===== src/rtl/cache_refill_ctrl_if.sv =====
// Bus bundle for cache_refill_ctrl: CPU load port, cache array lookup/fill
// port and word-wide memory read port.
//   master : the refill controller side
//   slave  : the CPU / cache array / memory side
interface cache_refill_ctrl_if #(
    parameter int ADDR_WIDTH = 32,
    parameter int DATA_WIDTH = 32
);
    logic                  cpu_req;
    logic [ADDR_WIDTH-1:0] cpu_addr;
    logic                  cpu_stall;
    logic [DATA_WIDTH-1:0] cpu_rdata;

    logic [ADDR_WIDTH-1:0] cache_addr;
    logic                  cache_hit;
    logic [DATA_WIDTH-1:0] cache_rdata;
    logic                  fill_we;
    logic [DATA_WIDTH-1:0] fill_d0;
    logic [DATA_WIDTH-1:0] fill_d1;
    logic [DATA_WIDTH-1:0] fill_d2;
    logic [DATA_WIDTH-1:0] fill_d3;

    logic                  mem_req;
    logic [ADDR_WIDTH-1:0] mem_addr;
    logic                  mem_ack;
    logic [DATA_WIDTH-1:0] mem_rdata;

    modport master (
        input  cpu_req, cpu_addr, cache_hit, cache_rdata, mem_ack, mem_rdata,
        output cpu_stall, cpu_rdata, cache_addr, fill_we,
               fill_d0, fill_d1, fill_d2, fill_d3, mem_req, mem_addr
    );

    modport slave (
        output cpu_req, cpu_addr, cache_hit, cache_rdata, mem_ack, mem_rdata,
        input  cpu_stall, cpu_rdata, cache_addr, fill_we,
               fill_d0, fill_d1, fill_d2, fill_d3, mem_req, mem_addr
    );
endinterface


===== src/rtl/cache_refill_ctrl.sv =====
// Miss/refill sequencer for a direct-mapped read cache with 4-word blocks.
// Hits return cache data with no stall; a miss stalls the CPU, fetches the
// block word by word (order 0..3) from memory, installs it in one fill cycle
// and lets the following lookup hit. Saturating hit/miss counters included.
//
// Ports:
//   clk, rst     clock (rising edge), synchronous active-high reset
//   bus          cache_refill_ctrl_if.master (CPU, cache array, memory)
//   busy         controller is refilling (state != IDLE)
//   hit_count    saturating count of hit cycles
//   miss_count   saturating count of misses
//
// state | meaning
// ------+--------------------------------------------------------------
// IDLE  | lookup cpu_addr; hit returns data, miss captures address
// FETCH | request block word cnt from memory, buffer it on mem_ack
// FILL  | write buffered block into the cache set of miss_addr
module cache_refill_ctrl #(
    parameter int ADDR_WIDTH = 32,
    parameter int DATA_WIDTH = 32,
    parameter int CNT_WIDTH  = 16
) (
    input  logic                 clk,
    input  logic                 rst,
    cache_refill_ctrl_if.master  bus,
    output logic                 busy,
    output logic [CNT_WIDTH-1:0] hit_count,
    output logic [CNT_WIDTH-1:0] miss_count
);
    typedef enum logic [1:0] {
        ST_IDLE  = 2'd0,
        ST_FETCH = 2'd1,
        ST_FILL  = 2'd2
    } state_t;

    state_t                state;
    state_t                state_next;
    logic [1:0]            cnt;
    logic [ADDR_WIDTH-1:0] miss_addr;
    logic [DATA_WIDTH-1:0] line_buf [4];

    logic idle_hit;
    logic idle_miss;

    assign idle_hit  = (state == ST_IDLE) && bus.cpu_req && bus.cache_hit;
    assign idle_miss = (state == ST_IDLE) && bus.cpu_req && !bus.cache_hit;
    assign busy      = (state != ST_IDLE);

    assign bus.fill_d0 = line_buf[0];
    assign bus.fill_d1 = line_buf[1];
    assign bus.fill_d2 = line_buf[2];
    assign bus.fill_d3 = line_buf[3];

    always_ff @(posedge clk) begin
        if (rst) begin
            state <= ST_IDLE;
        end else begin
            state <= state_next;
        end
    end

    always_comb begin
        state_next     = state;
        bus.cpu_stall  = 1'b0;
        bus.cpu_rdata  = bus.cache_rdata;
        bus.cache_addr = bus.cpu_addr;
        bus.fill_we    = 1'b0;
        bus.mem_req    = 1'b0;
        bus.mem_addr   = {miss_addr[ADDR_WIDTH-1:4], cnt, 2'b00};
        case (state)
            ST_IDLE: begin
                if (idle_miss) begin
                    bus.cpu_stall = 1'b1;
                    state_next    = ST_FETCH;
                end
            end
            ST_FETCH: begin
                bus.cpu_stall  = 1'b1;
                bus.cache_addr = miss_addr;
                bus.mem_req    = 1'b1;
                if (bus.mem_ack && (cnt == 2'd3)) begin
                    state_next = ST_FILL;
                end
            end
            ST_FILL: begin
                bus.cpu_stall  = 1'b1;
                bus.cache_addr = miss_addr;
                bus.fill_we    = 1'b1;
                state_next     = ST_IDLE;
            end
            default: begin
                state_next = ST_IDLE;
            end
        endcase
    end

    // Datapath: miss capture, word buffering and counters. A reset mid-refill
    // discards the partial block; the fill only ever comes from ST_FILL.
    always_ff @(posedge clk) begin
        if (rst) begin
            cnt        <= 2'd0;
            miss_addr  <= '0;
            line_buf   <= '{default: '0};
            hit_count  <= '0;
            miss_count <= '0;
        end else begin
            if (idle_hit && (hit_count != {CNT_WIDTH{1'b1}})) begin
                hit_count <= hit_count + CNT_WIDTH'(1);
            end
            if (idle_miss) begin
                miss_addr <= bus.cpu_addr;
                cnt       <= 2'd0;
                if (miss_count != {CNT_WIDTH{1'b1}}) begin
                    miss_count <= miss_count + CNT_WIDTH'(1);
                end
            end
            // cnt wraps 3 -> 0 on the last ack, ready for the next miss.
            if ((state == ST_FETCH) && bus.mem_ack) begin
                line_buf[cnt] <= bus.mem_rdata;
                cnt           <= cnt + 2'd1;
            end
        end
    end
endmodule


===== src/flat_wrapper.sv =====
// flat-port wrapper written by rule: the top's interface ports become plain ports
module cache_refill_ctrl_flat 
#(
    parameter int ADDR_WIDTH = 32,
    parameter int DATA_WIDTH = 32,
    parameter int CNT_WIDTH  = 16
)
  (clk, rst, busy, hit_count, miss_count, bus_cpu_req, bus_cpu_addr, bus_cache_hit, bus_cache_rdata, bus_mem_ack, bus_mem_rdata, bus_cpu_stall, bus_cpu_rdata, bus_cache_addr, bus_fill_we, bus_fill_d0, bus_fill_d1, bus_fill_d2, bus_fill_d3, bus_mem_req, bus_mem_addr);
  cache_refill_ctrl_if #(.ADDR_WIDTH(ADDR_WIDTH), .DATA_WIDTH(DATA_WIDTH)) bus_i ();
  input  logic clk;
  input  logic rst;
  output logic busy;
  output logic [CNT_WIDTH-1:0] hit_count;
  output logic [CNT_WIDTH-1:0] miss_count;
  input wire logic [$bits(bus_i.cpu_req)-1:0] bus_cpu_req;
  input wire logic [$bits(bus_i.cpu_addr)-1:0] bus_cpu_addr;
  input wire logic [$bits(bus_i.cache_hit)-1:0] bus_cache_hit;
  input wire logic [$bits(bus_i.cache_rdata)-1:0] bus_cache_rdata;
  input wire logic [$bits(bus_i.mem_ack)-1:0] bus_mem_ack;
  input wire logic [$bits(bus_i.mem_rdata)-1:0] bus_mem_rdata;
  output wire logic [$bits(bus_i.cpu_stall)-1:0] bus_cpu_stall;
  output wire logic [$bits(bus_i.cpu_rdata)-1:0] bus_cpu_rdata;
  output wire logic [$bits(bus_i.cache_addr)-1:0] bus_cache_addr;
  output wire logic [$bits(bus_i.fill_we)-1:0] bus_fill_we;
  output wire logic [$bits(bus_i.fill_d0)-1:0] bus_fill_d0;
  output wire logic [$bits(bus_i.fill_d1)-1:0] bus_fill_d1;
  output wire logic [$bits(bus_i.fill_d2)-1:0] bus_fill_d2;
  output wire logic [$bits(bus_i.fill_d3)-1:0] bus_fill_d3;
  output wire logic [$bits(bus_i.mem_req)-1:0] bus_mem_req;
  output wire logic [$bits(bus_i.mem_addr)-1:0] bus_mem_addr;
  assign bus_i.cpu_req = bus_cpu_req;
  assign bus_i.cpu_addr = bus_cpu_addr;
  assign bus_i.cache_hit = bus_cache_hit;
  assign bus_i.cache_rdata = bus_cache_rdata;
  assign bus_i.mem_ack = bus_mem_ack;
  assign bus_i.mem_rdata = bus_mem_rdata;
  assign bus_cpu_stall = bus_i.cpu_stall;
  assign bus_cpu_rdata = bus_i.cpu_rdata;
  assign bus_cache_addr = bus_i.cache_addr;
  assign bus_fill_we = bus_i.fill_we;
  assign bus_fill_d0 = bus_i.fill_d0;
  assign bus_fill_d1 = bus_i.fill_d1;
  assign bus_fill_d2 = bus_i.fill_d2;
  assign bus_fill_d3 = bus_i.fill_d3;
  assign bus_mem_req = bus_i.mem_req;
  assign bus_mem_addr = bus_i.mem_addr;
  cache_refill_ctrl #(.ADDR_WIDTH(ADDR_WIDTH), .DATA_WIDTH(DATA_WIDTH), .CNT_WIDTH(CNT_WIDTH)) u_core (.clk(clk), .rst(rst), .bus(bus_i), .busy(busy), .hit_count(hit_count), .miss_count(miss_count));
endmodule

===== config.mk =====
export PLATFORM = sky130hd
export DESIGN_NAME = cache_refill_ctrl_flat
export DESIGN_NICKNAME = d
export VERILOG_FILES = /design/src/rtl/cache_refill_ctrl_if.sv /design/src/rtl/cache_refill_ctrl.sv /design/src/flat_wrapper.sv
export SDC_FILE = /design/constraint.sdc
export NUM_CORES = 1
export LEC_CHECK = 0
export BUFFER_PORTS_ARGS = -buffer_cell sky130_fd_sc_hd__clkbuf_2
export CAP_MARGIN = 20
export CORE_AREA = 4 4 137 139
export DETAILED_ROUTE_END_ITERATION = 12
export DIE_AREA = 0 0 141 143
export PLACE_DENSITY = 0.8
export SYNTH_ARGS = -nofsm -noshare
export SYNTH_HDL_FRONTEND = slang
export SYNTH_SLANG_ARGS = --single-unit

===== constraint.sdc =====
create_clock -name clk -period 3.2 [get_ports clk]
set_input_delay 0.48 -clock clk [delete_from_list [all_inputs] [get_ports clk]]
set_output_delay 0.48 -clock clk [all_outputs]
set_load 0.01 [all_outputs]

; Word level (Yosys, flattened, before mapping)
; Cells that the tools add are included.
; Widths: inputs -> output; s select.
[totals]
regBits = 196
input_bits = 101
out_inout_bits = 260
[classes]
n_addsub = 3
magnitude_cmp = 2
n_eq_ne = 7
n_mux = 13
n_bitwise = 1
reduce_logical = 14
[op_table]
columns = op, count
row1 = $bwmux 128, 1
row2 = $demux 32 s2, 1
row3 = $mux 32, 2
row4 = $add 16x1->16 const B, 2
row5 = $ne 16x16->1 const B, 2
row6 = $mux 2, 4
row7 = $logic_and 1x1->1, 7
row8 = $eq 2x2->1 const B, 2
row9 = $ne 2x1->1 const B, 2
row10 = $pmux 2 s2, 1
row11 = $reduce_and 2->1, 2
row12 = $reduce_bool 2->1, 2
row13 = $ge 3x3->1 const B, 1
row14 = $lt 3x1->1 const B, 1
row15 = $mux 1, 3
row16 = $not 2->3, 1
row17 = $add 2x1->2 const B, 1
row18 = $eq 2x1->1 const B, 1
row19 = $logic_not 2->1, 1
row20 = $pmux 1 s2, 1
row21 = $reduce_or 2->1, 1
row22 = $logic_not 1->1, 1

; Longest topological paths before layout
[depth]
word_depth = 6
ltp_mapped = 9

; Worst setup path before layout
; No wires, ideal clock.
[synth_timing]
kind = reg-to-output
from = register u_core.state[0]
to = output port bus_cache_addr[10]
t_arrival_ns = 1.622
required_time_ns = 2.720
setup_slack_ns = 1.098
path_stages_with_launch = 6
n_path_buf = 2
path_cell_list = dfxtp_1 > inv_1 > ha_1 > clkbuf_1 > clkbuf_1 > mux2_2
[synth_via]
elab_chain_len = 3
elab_cells_between_ends = 4
cone_classes = eq/ne: 2 / mux: 1 / reduce/logical: 1
[synth_lines]
columns = element, line_no
row1 = "start, declared", cache_refill_ctrl.sv:36  ; state_t state;
row2 = "start signal, assigned", cache_refill_ctrl.sv:58  ; state <= state_next;
row3 = $eq 2x2->1 / $eq 2x1->1 (equally long branches), cache_refill_ctrl.sv:70  ; case (state)
row4 = $reduce_or 2->1 (no line) *, n/a
row5 = $mux 32 *, cache_refill_ctrl.sv:70
row6 = "end, declared", flat_wrapper.sv:23  ; output wire logic [$bits(bus_i.cache_addr)-1:0] bus_cache_addr;
; Mark *: on every way between the ends. The rest lies on a longest branch, timed or not.

; Final worst setup path
[layout_timing]
from = register u_core.state[0]
to = output port bus_cache_addr[9]
; The elaborated chain is that of the path after synthesis.

==> results.yml <==
run_status:
  status: "finished clean"
sta:
  fin_skew_ps: 11.6
  rsz0062_at_grt: "no"
  slew_violations: 0
  finalCritPeriodShare_pct: 80.5
  post-route-min-period_ps: 2580
  hold_slack_ps: 284
  fin_tns_setup_ps: 0
  tightest_slew_ps: 710
  fmax_ghz: 0.388
  setup_viol: 0
  slew_headroom_pct: 52.6
  finalHoldViolCount: 0
clock_tree:
  cts_buffers: 17
  postCtsHoldBufs: 0
  cts_buffer_depth: 2
  cts.repair.resized: 0
  clock_latency_ps: 420
  cts_tree: "built"
  cts_htree_levels: 4
  postCtsSetupBuffers: 0
  cts.sinks: 196
  cts-root-buf: "clkbuf_16"
  path_clk_slew_ps: 80
die:
  num_rows: 49
  io_pins: 361
  core_area_mm2: 0.0177
  start_util_pct: 47.1
  fp.dieH_um: 143
  dieArea_mm2: 0.0202
  fp.dieW_um: 141
final_layout:
  nFillCells: 1601
  final_nets: 1346
  diodes: 0
  final_area_mm2: 0.0101
  drive_above_1_share_pct: 30.5
  area_delta_synth_final_pct: 21.4
  final_cells: 1476
pwr:
  clockPowerShare_pct: 43.7
  internal_power_w: 0.00390
  p_seq_share_pct: 48.5
  power.share.switching_pct: 24.6
  ir_worst_vdd_v: 0.000357
  leakage_nw: 4.17
  combPwrFrac_pct: 7.8
  power.total_w: 0.00517
  power_density_mw_per_mm2: 512
  switching_power_w: 0.00127
synthesis:
  synth_edf_count: 0
  ys_warn_count: 0
  ys_ff_latch: 196
  ys_seq_area_share_pct: 47.1
  ys_types: 49
  netlist_area_mm2: 0.00832
  synthCells: 1037
  synthFlopType: "dfxtp_1"
  ys_async_sr_fraction_pct: 0
  syn_area_per_cell_um2: 8.03
drt:
  drc_errors: 0
  ant_nets: 0
  vias: 7723
  vias_per_cell: 5.23
  wl_um: 23900
  wl_per_cell_um: 16.2
  initialDrtViolationCount: 460
  drt_pass1_iterations: 5
critical_path:
  cp.arrival_ps: 2100
  r2r_start: "u_core.state[1]$_SDFFE_PP0P_"
  end_kind: "output port"
  crit_chain: "inv_1, ha_1, buf_4, mux2_2, clkbuf_2"
  critical-path-top-delay-family: "buffers and inverters"
  max_stage_delay_ps: 390
  path_depth: 5
  crit_slowest_cell: "dfxtp_1"
  worst-path-buf-inv: 3
  startpoint_type: "flip-flop"
  required_ps: 2720
  r2r-end: "u_core.miss_count[4]$_SDFFE_PP0P_"
  crit_fanout: 32
  critical_path_class: "flip-flop to output port"
  r2r_slack_ps: 910
  ff2ff_path_depth: 7
job:
  cap_violations: 0
min_path:
  hold_start: "bus_cpu_addr[18]"
  hp-class: "input port to flip-flop"
  hold_depth: 3
  holdPathEnd: "u_core.miss_addr[18]$_SDFFE_PP0P_"
global_route:
  antenna_found_initial: 0
  track_usage_pct: 22.9
  grt_overflow: 0
  grt_pass1_vias: 7077
  grt_max_degree: 95
  grt_first_pass_wirelength_um: 37100
placed_design:
  dp.cells: 1445
  place_area_mm2: 0.00948
  port_buffers: 294
  hpwlAfterDp_um: 17000
  finalWeightedCongestion: 0.847
-- cells in the final DEF (no fill, tap or decap), drive strengths merged, types with 2 or more instances in the layout --
cell type / instances
a211oi: 4
a21oi: 180
a311oi: 3
a31oi: 2
and3: 9
and4: 8
buf: 15
bufinv: 3
clkbuf: 310
clkinv: 2
clkinvlp: 2
conb: 2
dfxtp: 196
ha: 10
inv: 22
mux2: 38
mux2i: 2
nand2: 339
nand2b: 3
nand3: 6
nand3b: 2
nand4: 10
nor2: 15
nor2b: 6
nor3: 7
nor3b: 2
nor4: 5
o21ai: 7
o31a: 2
o31ai: 7
o41ai: 2
or3: 6
or4: 8
-- logic make-up (layout without fill, tap and decap cells) --
group / Yosys count / count (layout) / share of synthesized area [%]
AND/OR/NAND/NOR: 431 / 431 / 22.5
AO/OA/AOI/OAI: 214 / 214 / 13.8
flip-flops: 196 / 196 / 47.1
buffers and inverters: 145 / 354 / 9.56
multiplexers: 40 / 40 / 5.38
adder cells (fa/ha/maj): 10 / 10 / 1.50
other: 1 / 2 / 0.0451
-- sequential cells by signal, summed over array words and instances, names as in the netlist --
signal              flops
u_core.miss_addr       32
u_core.bus.fill_d0     32
u_core.hit_count       16
u_core.state            2
u_core.miss_count      16
u_core.bus.fill_d2     32
u_core.cnt              2
u_core.bus.fill_d1     32
u_core.bus.fill_d3     32
-- synthesized netlist by cell type (2+ instances only) --
master,number,area [um2]
o21ai_0,7,35.0
and4_1,8,70.1
and3_1,8,50.1
nand3_1,6,30.0
nand4_1,9,56.3
buf_2,3,15.0
nand2b_1,3,18.8
nor4_1,4,25.0
a211oi_1,4,30.0
o31a_1,2,17.5
nand2_1,339,1270
a21oi_1,180,901
nand3b_1,2,15.0
nor2_1,15,56.3
mux2i_1,2,20.0
ha_1,10,125
clkbuf_1,56,210
nor3_1,7,35.0
dfxtp_1,196,3920
mux2_2,37,417
or3_1,6,37.5
buf_4,64,480
a311oi_1,3,26.3
o41ai_1,2,17.5
o31ai_1,7,52.6
a31oi_1,2,12.5
buf_1,6,22.5
inv_1,15,56.3
nor2b_1,6,37.5
or4_1,8,60.1
nor3b_1,2,15.0
-- how the worst max path moves through the flow --
| stage | from | end |
|---|---|---|
| 5_1_grt | u_core.state[0]$_SDFFE_PP0P_ | bus_cache_addr[27] |
| 2_1_floorplan | u_core.state[0]$_SDFFE_PP0P_ | bus_cache_addr[10] |
| 4_1_cts | u_core.state[0]$_SDFFE_PP0P_ | bus_cache_addr[9] |
| 6_report | u_core.state[0]$_SDFFE_PP0P_ | bus_cache_addr[9] |
| 3_3_place_gp | u_core.state[1]$_SDFFE_PP0P_ | u_core.miss_count[4]$_SDFFE_PP0P_ |
| 3_5_place_dp | u_core.state[1]$_SDFFE_PP0P_ | u_core.miss_count[6]$_SDFFE_PP0P_ |
-- area by class of cell --
class / instances / area [um2] / area share [%]
Clock buffer: 17 / 425 / 4.21
Clock inverter: 14 / 194 / 1.92
Inverter: 15 / 56.3 / 0.557
Multi-Input combinational cell: 697 / 3610 / 35.7
Sequential cell: 196 / 3920 / 38.8
Tap cell: 229 / 287 / 2.84
Timing Repair Buffer: 308 / 1610 / 15.9
-- worst register-to-register path, cell delays in order, from the launching register on --
cell and delay (ps):
dfxtp_1 340, inv_1 110, ha_1 320, and3b_1 420
buf_4 410, nand2_1 130, or3_1 360, a21oi_1 140
-- through the flow --
stage	setup slack [ps]	utilization (%)
2_1_floorplan	1100	-
3_3_place_gp	1050	53.7
3_5_place_dp	922	53.7
4_1_cts	615	57.2
5_1_grt	513	57.2
6_report	624	57.2
-- per-layer routing --
metal	GRT usage [%]	vias up	share of wire, %
met5	0	-	0
met3	5.36	56	8.3
met2	39.8	338	49
met1	27.1	3533	40
li1	-	3796	-
met4	9.79	0	3.0
-- power groups by stage --
stage / clock network (W) / logic [W] / registers (W)
5_1_grt: 0.00241 / 0.000444 / 0.00251
4_1_cts: 0.00230 / 0.000405 / 0.00250
3_3_place_gp: 0 / 0.000399 / 0.00256
2_1_floorplan: 0 / 0.000279 / 0.00256
3_5_place_dp: 0 / 0.000404 / 0.00256
6_report: 0.00226 / 0.000403 / 0.00250
(Power assumes the default switching activity.)
